--- config.mk ---
export PLATFORM = sky130hd
export DESIGN_NAME = tdm_demux2
export DESIGN_NICKNAME = d
export VERILOG_FILES = /design/src/rtl/tdm_demux2.sv
export SDC_FILE = /design/constraint.sdc
export NUM_CORES = 1
export LEC_CHECK = 0
export CORE_MARGIN = 4
export CORE_UTILIZATION = 55
export CTS_CLUSTER_SIZE = 20
export DETAILED_ROUTE_END_ITERATION = 6
export GPL_ROUTABILITY_DRIVEN = 0
export PLACE_DENSITY = 0.81
export SLEW_MARGIN = 40
export SYNTH_ARGS = -nofsm -noshare
export SYNTH_HDL_FRONTEND = slang
export SYNTH_SLANG_ARGS = --single-unit
export TNS_END_PERCENT = 10
--- constraint.sdc ---
create_clock -name clk -period 2.8 [get_ports clk]
set_input_delay 0.28 -clock clk [delete_from_list [all_inputs] [get_ports clk]]
set_output_delay 0.28 -clock clk [all_outputs]
set_load 0.05 [all_outputs]
--- src/rtl/tdm_demux2.sv ---
`default_nettype none
// ============================================================================
// Module      : tdm_demux2
// Description : Two-channel time-division demultiplexer. Rebuilds one
//               WIDTH-bit word per channel from an interleaved serial stream
//               (even beats -> channel 0, odd beats -> channel 1, MSB first)
//               delimited by a frame-sync marker on beat 0.
// Revision    : 1.0 - initial release
// ============================================================================
module tdm_demux2 #(
    parameter int WIDTH = 8
) (
    input  logic             clk,
    input  logic             reset,
    input  logic             in_valid,
    input  logic             din,
    input  logic             sync,
    output logic [WIDTH-1:0] out0,
    output logic [WIDTH-1:0] out1,
    output logic             out_valid,
    output logic             sync_err,
    output logic             busy
);

    localparam int CNT_W = $clog2(2 * WIDTH);

    localparam logic [CNT_W-1:0] C_CNT_ONE  = CNT_W'(1);
    localparam logic [CNT_W-1:0] C_CNT_LAST = CNT_W'(2 * WIDTH - 1);

    localparam logic [0:0] C_IDLE = 1'b0;
    localparam logic [0:0] C_RECV = 1'b1;

    logic [0:0]       r_state;
    logic [CNT_W-1:0] r_beat_cnt;
    logic [WIDTH-1:0] r_sh0;
    logic [WIDTH-1:0] r_sh1;
    logic [WIDTH-1:0] r_out0;
    logic [WIDTH-1:0] r_out1;
    logic             r_out_valid;
    logic             r_sync_err;

    // A fresh frame starts with cleared shifters and the sync beat's bit in sh0.
    logic [WIDTH-1:0] w_sh0_start;
    assign w_sh0_start = {{(WIDTH-1){1'b0}}, din};

    // Frame state machine, shift registers and registered output words/strobes.
    always_ff @(posedge clk) begin
        if (reset) begin
            r_state     <= C_IDLE;
            r_beat_cnt  <= '0;
            r_sh0       <= '0;
            r_sh1       <= '0;
            r_out0      <= '0;
            r_out1      <= '0;
            r_out_valid <= 1'b0;
            r_sync_err  <= 1'b0;
        end else begin
            r_out_valid <= 1'b0;
            r_sync_err  <= 1'b0;
            case (r_state)
                C_IDLE: begin
                    // Beats without a sync marker are dropped while idle.
                    if (in_valid && sync) begin
                        r_sh0      <= w_sh0_start;
                        r_sh1      <= '0;
                        r_beat_cnt <= C_CNT_ONE;
                        r_state    <= C_RECV;
                    end
                end
                C_RECV: begin
                    if (in_valid) begin
                        if (sync) begin
                            // Any sync inside a frame (final beat included)
                            // aborts it and restarts from this beat.
                            r_sync_err <= 1'b1;
                            r_sh0      <= w_sh0_start;
                            r_sh1      <= '0;
                            r_beat_cnt <= C_CNT_ONE;
                        end else if (r_beat_cnt == C_CNT_LAST) begin
                            // Final beat is odd, so its bit completes channel 1.
                            r_out0      <= r_sh0;
                            r_out1      <= {r_sh1[WIDTH-2:0], din};
                            r_out_valid <= 1'b1;
                            r_sh0       <= '0;
                            r_sh1       <= '0;
                            r_beat_cnt  <= '0;
                            r_state     <= C_IDLE;
                        end else begin
                            if (r_beat_cnt[0] == 1'b0) begin
                                r_sh0 <= {r_sh0[WIDTH-2:0], din};
                            end else begin
                                r_sh1 <= {r_sh1[WIDTH-2:0], din};
                            end
                            r_beat_cnt <= r_beat_cnt + C_CNT_ONE;
                        end
                    end
                end
                default: begin
                    r_state    <= C_IDLE;
                    r_beat_cnt <= '0;
                end
            endcase
        end
    end

    assign out0      = r_out0;
    assign out1      = r_out1;
    assign out_valid = r_out_valid;
    assign sync_err  = r_sync_err;
    assign busy      = (r_state == C_RECV);

endmodule
`default_nettype wire

==> results.md, run 1 <==
* Final ANT Viol Nets at 0
* Reg2Reg Setup Slack at 1020 ps
* Req. time, crit path at 2520 ps
* Root Buffer: clkbuf_4
* Post-CTS Repair Setup Buffers at 0
* Outcome: finished clean
* Worst Path Buf+Inv at 1
* Ys Warns at 0
* Critical path arrival at around 1700 ps
* Initial core utilization at roughly three fifths
* All-layer global routing usage at between 10% and 20%
* Largest net degree at the start of global routing at 21
* Leakage power at ~0.66 nW
* Yosys cell types at 33
* Initial antenna violation count at 0
* Post-synth net total at between 150 and 200
* Site Rows at 19
* Most common library cells after synthesis: dfxtp_1, nand3_1, a21oi_1
* Final Critical Period at ~2000 ps
* Pwr Total at roughly 900 µW
* Clk_skew at around 7.3 ps
* Final nets at roughly 200
* Area grow syn2layout at 13.5%
* Seq cells post-synth at 38
* Share of the synthesized area in the top cell type at ~47%
* Grt ovf at 0
* Top-count cell post-synth: dfxtp_1
* CP cell instances: clkdlybuf4s50_1
* Sum Neg Setup Slack at 0 ps
* Synth top area cells: dfxtp_1, nand3_1, mux2i_1
* Final setup vio count at 0
* Clock insertion delay at the later pin of the skew report at between 300 and 400 ps
* IO buf count at 23
* Reg-to-reg critical path endpoint: r_sh0[4]
* Placed cell area at approximately 0.0018 mm²
* DRC at 0
* Slew @ Worst Pin at ~640 ps
* First-pass GRT wire length at roughly 5900 µm
* Cells after synthesis at 183
* Wirelength per Cell at between 10 and 15 µm
* Synthesized area at between 0.0015 and 0.002 mm²
* TritonRoute pass-1 iters at 4
* Mapped Avg Cell Area at 8.92 µm²
* Crit path capture type: output pin
* Fin util at between 60% and 70%
* WS Path Type: register to output pin
* Post-route clock period utilization at just over 70%
* Delay-heaviest family, CP: buffers and inverters
* Hold Path Depth at 2
* RSZ-0062 raised after global routing: false
* Die X at approximately 62 µm
* Slew Limit Fails at 0
* Clock sinks at 38
* Worst setup margin at 784 ps
* Final instance area at 0.00185 mm²
* Post-synth top flop: dfxtp_1
* R2r worst-path depth at 4
* F_max at a little under 500 MHz
* Max_slew headroom at 57.3%
* Largest buffer count on any clock path at 2
* Share of cells above drive strength 1 at around 6%
* Vias in the first global route at around 1400
* Final hold vios at 0
* Max IR drop VDD at around 0.32 mV
* Cts repair resizes at 0
* Detailed Place HPWL at approximately 2200 µm
* I/O pin cnt at 24
* WHS Endpoint: out1[7]
* TritonCTS clock tree: built
* 1st-iter DRT viols at 66
* Die height at about 62 µm
* Hold crit path type: register to register
* Critical Path Slowest Stage Cell: clkdlybuf4s50_1
* CP max stage delay at between 800 and 900 ps
* Worst Path Max Fanout at 10
* Hold_buf cts at 0
* Total number of vias at roughly 1400
* Placed cells at 221
* Die area at approximately 0.0039 mm²
* Final hold slack at between 400 and 500 ps
* CP startpoint kind: register
* Post-synthesis async set-or-reset flop share at 0%
* ANT cells at 0
* R2R Path Start: r_beat_cnt[0]
* Max_cap viols at 0
* Area leader, netlist: dfxtp_1
* Drt total wl at 3270 µm
* DP Worst Slack at about 680 ps
* Post-route insts no fill at 229
* EDFF count, synth at 0
* Vias per cell at slightly below 6
* Core area at between 0.002 and 0.003 mm²
* Worst-path clk slew at roughly 110 ps
* H-tree depth at 2
* Power Density at just under 500 mW/mm²
* Min-Delay Startpoint: out1[7]
* Total CTS buffers at 5
* Share of the yosys chip area belonging to registers at 46.6%
-- worst min-delay path, stage by stage, from the launching register on --
cell	delay [ps]
dfxtp_1	320
o21ai_0	60
a21oi_1	60
-- cell families (layout without fill, tap and decap cells) --
kind of cell               count (synthesis)  in the layout  share of synthesized area (%)
AOI/OAI and AO/OA                         47             47                           16.2
adders and majority gates                  1              1                          0.767
buffers and inverters                     23             38                           8.74
DFF                                       38             38                           46.6
muxes                                     15             15                           9.20
and+or+nand+nor                           59             59                           18.5
-- placed cells by master (no fill, tap or decap), drive strengths merged --
cell type and count:
a21oi 19, a22oi 1, a31o 2, a31oi 1
a32oi 1, and3 1, and3b 1, buf 2
clkbuf 7, clkdlybuf4s50 23, clkinv 2, dfxtp 38
ha 1, inv 4, mux2i 15, nand2 18
nand3 32, nand3b 1, nor2 1, nor3 2
nor3b 1, o211ai 1, o21ai 19, o22ai 1
o311ai 1, o31ai 1, or3 1, or4 1
-- flip-flops by register name (all words and copies together), names as in the netlist --
register,flops
busy,1
out0,8
out1,8
out_valid,1
r_beat_cnt,4
r_sh0,8
r_sh1,7
sync_err,1
-- where the power goes --
part,total [mW],switching (mW),internal (mW)
logic,0.0597,0.0380,0.0217
registers,0.550,0.00563,0.544
clock network,0.294,0.173,0.122
-- cell type report --
| cell class | count | area, µm² |
|---|---|---|
| Inverter | 5 | 18.8 |
| Clock buffer | 7 | 55.1 |
| Fill cell | 220 | 953 |
| Multi-Input combinational cell | 122 | 728 |
| Sequential cell | 38 | 761 |
| Clock inverter | 1 | 5.00 |
| Timing Repair Buffer | 25 | 245 |
| Tap cell | 31 | 38.8 |
-- metal layers --
metal | vias up | GRT usage (%) | share of wire [%]
met5 | - | 0 | 0
met4 | 0 | 7.99 | 1.5
met3 | 8 | 5.94 | 5.7
met2 | 40 | 30.9 | 49
met1 | 639 | 20.8 | 43
li1 | 678 | - | -
-- how the worst max path moves through the flow --
stage	startpoint	endpoint	slack, ps	cells past startpoint
finish	busy	busy	780	1
global placement	reset	r_beat_cnt[3]	770	4
detailed placement	reset	r_sh0[0]	680	4
CTS	busy	busy	780	1
floorplan	busy	r_sh0[1]	1240	5
global route	busy	busy	690	1
No activity file was read; power rests on OpenSTA's default activity.
==> run 2: changes to the inputs <==
CORE_UTILIZATION = 53   (was 55)
PLACE_DENSITY = 0.78   (was 0.81)
clock period = 2.05 ns   (was 2.8 ns; I/O delays follow)
==> run 2 against run 1 <==
  * Register-to-register slack worse by 680 ps
  * Via count up 2.3%
  * Clock skew up 1.1 ps
  * Design area up 2.4%
  * Global-route usage up 0.38 points
  * Combinational power up 47%
  * Utilization up 0.48 points
  * Hold slack worse by 3.6 ps
  * Cell count up 2.6%
  * Largest power group unchanged
==> results.md, run 2 (synthesis results as in run 1) <==
* F_max at just over 500 MHz
* Power Density at about 660 mW/mm²
* I/O pin cnt at 24
* CP startpoint kind: register
* Largest buffer count on any clock path at 2
* Slew Limit Fails at 0
* Vias in the first global route at around 1300
* Leakage power at roughly 0.69 nW
* Clock sinks at 38
* Final Critical Period at around 2000 ps
* Worst-path clk slew at about 110 ps
* Crit path depth at 1
* Max IR drop VDD at approximately 0.49 mV
* Clock Power Share at between 30% and 40%
* Wirelength per Cell at 14.8 µm
* First-pass GRT wire length at 5950 µm
* RSZ-0062 raised after global routing: false
* Site Rows at 19
* Core area at between 0.002 and 0.003 mm²
* TritonRoute pass-1 iters at 4
* Total CTS buffers at 5
* Comb pwr share at roughly 7.0%
* Initial antenna violation count at 0
* Final hold vios at 0
* # fillers at about 220
* Hold crit path type: register to register
* H-tree depth at 2
* Slew @ Worst Pin at roughly 600 ps
* Worst Path Buf+Inv at 1
* Vias per cell at just under 6
* Clock insertion delay at the later pin of the skew report at about 340 ps
* Grt ovf at 0
* Die height at approximately 63 µm
* Share of cells above drive strength 1 at under 10%
* Most frequent cells in the layout: dfxtp_1, nand3_1, clkdlybuf4s50_1
* Flop pwr share at 60.2%
* Crit path capture type: output pin
* Post-route insts no fill at about 240
* Met2 WL at 1790 µm
* WS Path Type: register to output pin
* Sw frac at 24.4%
* Commonest non-fill, non-tap cell in the layout: dfxtp_1
* Cts repair resizes at 0
* IO buf count at 23
* Drt total wl at approximately 3500 µm
* TritonCTS clock tree: built
* Switching power at between 300 and 400 µW
* Hold Path Depth at 2
* R2r worst-path depth at 4
* Max_slew headroom at 59.2%
* Clk_skew at about 8.4 ps
* Req. time, crit path at 1850 ps
* Placed cells at about 230
* Final ANT Viol Nets at 0
* Root Buffer: clkbuf_4
* Post-CTS Repair Setup Buffers at 0
* Worst Path Max Fanout at 10
* Pint at 944 µW
* Detailed Place HPWL at 2430 µm
* Max_cap viols at 0
* Largest net degree at the start of global routing at 18
* Critical path arrival at approximately 1800 ps
* Max Used Layer: met4
* Initial core utilization at between 50% and 60%
* CP max stage delay at 880 ps
* Met1 WL at 1480 µm
* 1st-iter DRT viols at approximately 110
* Die area at a little over 0.004 mm²
* All-layer global routing usage at a little under a fifth
* CP cell instances: clkdlybuf4s50_1
* Outcome: finished clean
* DRC at 0
* Final nets at 209
* DR WL met3 at approximately 170 µm
* ANT cells at 0
* Delay-heaviest family, CP: buffers and inverters
* Die X at 63.5 µm
* Sum Neg Setup Slack at 0 ps
* Area grow syn2layout at 16.3%
* Critical Path Slowest Stage Cell: clkdlybuf4s50_1
* Hold_buf cts at 0
* Post-route clock period utilization at approximately 96%
* Final setup vio count at 0
* Total number of vias at 1397
run 2: changes by cell type in the layout (fill, tap and decap cells not counted), sizes merged:
cell,change
buf,+6
run 2: path summary, 6_finish.rpt:
check | start | end | slack [ps]
max | busy | busy | 80
max reg2reg | r_beat_cnt[0] | r_sh0[1] | 340
min | r_sh1[6] | r_sh1[6] | 480
min reg2reg | r_sh1[6] | r_sh1[6] | 480
run 2: final cells by class:
class	count	area [µm²]	area share [%]
flip-flops and latches	38	761	40.1
multi-input cells	122	728	38.4
repair buffers	31	290	15.3
clock buffers	7	55.1	2.90
well taps	31	38.8	2.04
inverters	5	18.8	0.989
clock inverters	1	5.00	0.264
run 2: worst min-delay path, cell delays in order (launching register included):
cell	delay, ps
dfxtp_1	330
nand2_1	50
mux2i_1	60
run 2: per-layer routing:
metal / GRT usage (%) / vias to the layer above
met5: 0 / -
met4: 8.89 / 0
met3: 4.44 / 7
met2: 32.1 / 35
met1: 21.4 / 665
li1: - / 690
run 2: power groups by stage:
stage                     Clock [mW]  Combinational [mW]  Sequential, mW
after global placement             0              0.0843           0.767
final                          0.410              0.0876           0.751
after detailed placement           0              0.0878           0.767
after CTS                      0.410              0.0880           0.751
after global routing           0.449              0.0945           0.752
after floorplan                    0              0.0664           0.769
run 2: metrics by stage:
step           util [%]  cell area [µm²]  hold WS, ps  setup slack [ps]  power, mW
2_1_floorplan         -             1630          353               493      0.836
3_3_place_gp       64.4             1840          452               308      0.851
3_5_place_dp       64.4             1840          465               167      0.855
4_1_cts            66.5             1900          482               102       1.25
5_1_grt            66.5             1900          500              40.8       1.30
6_report           66.5             1900          479              84.5       1.25
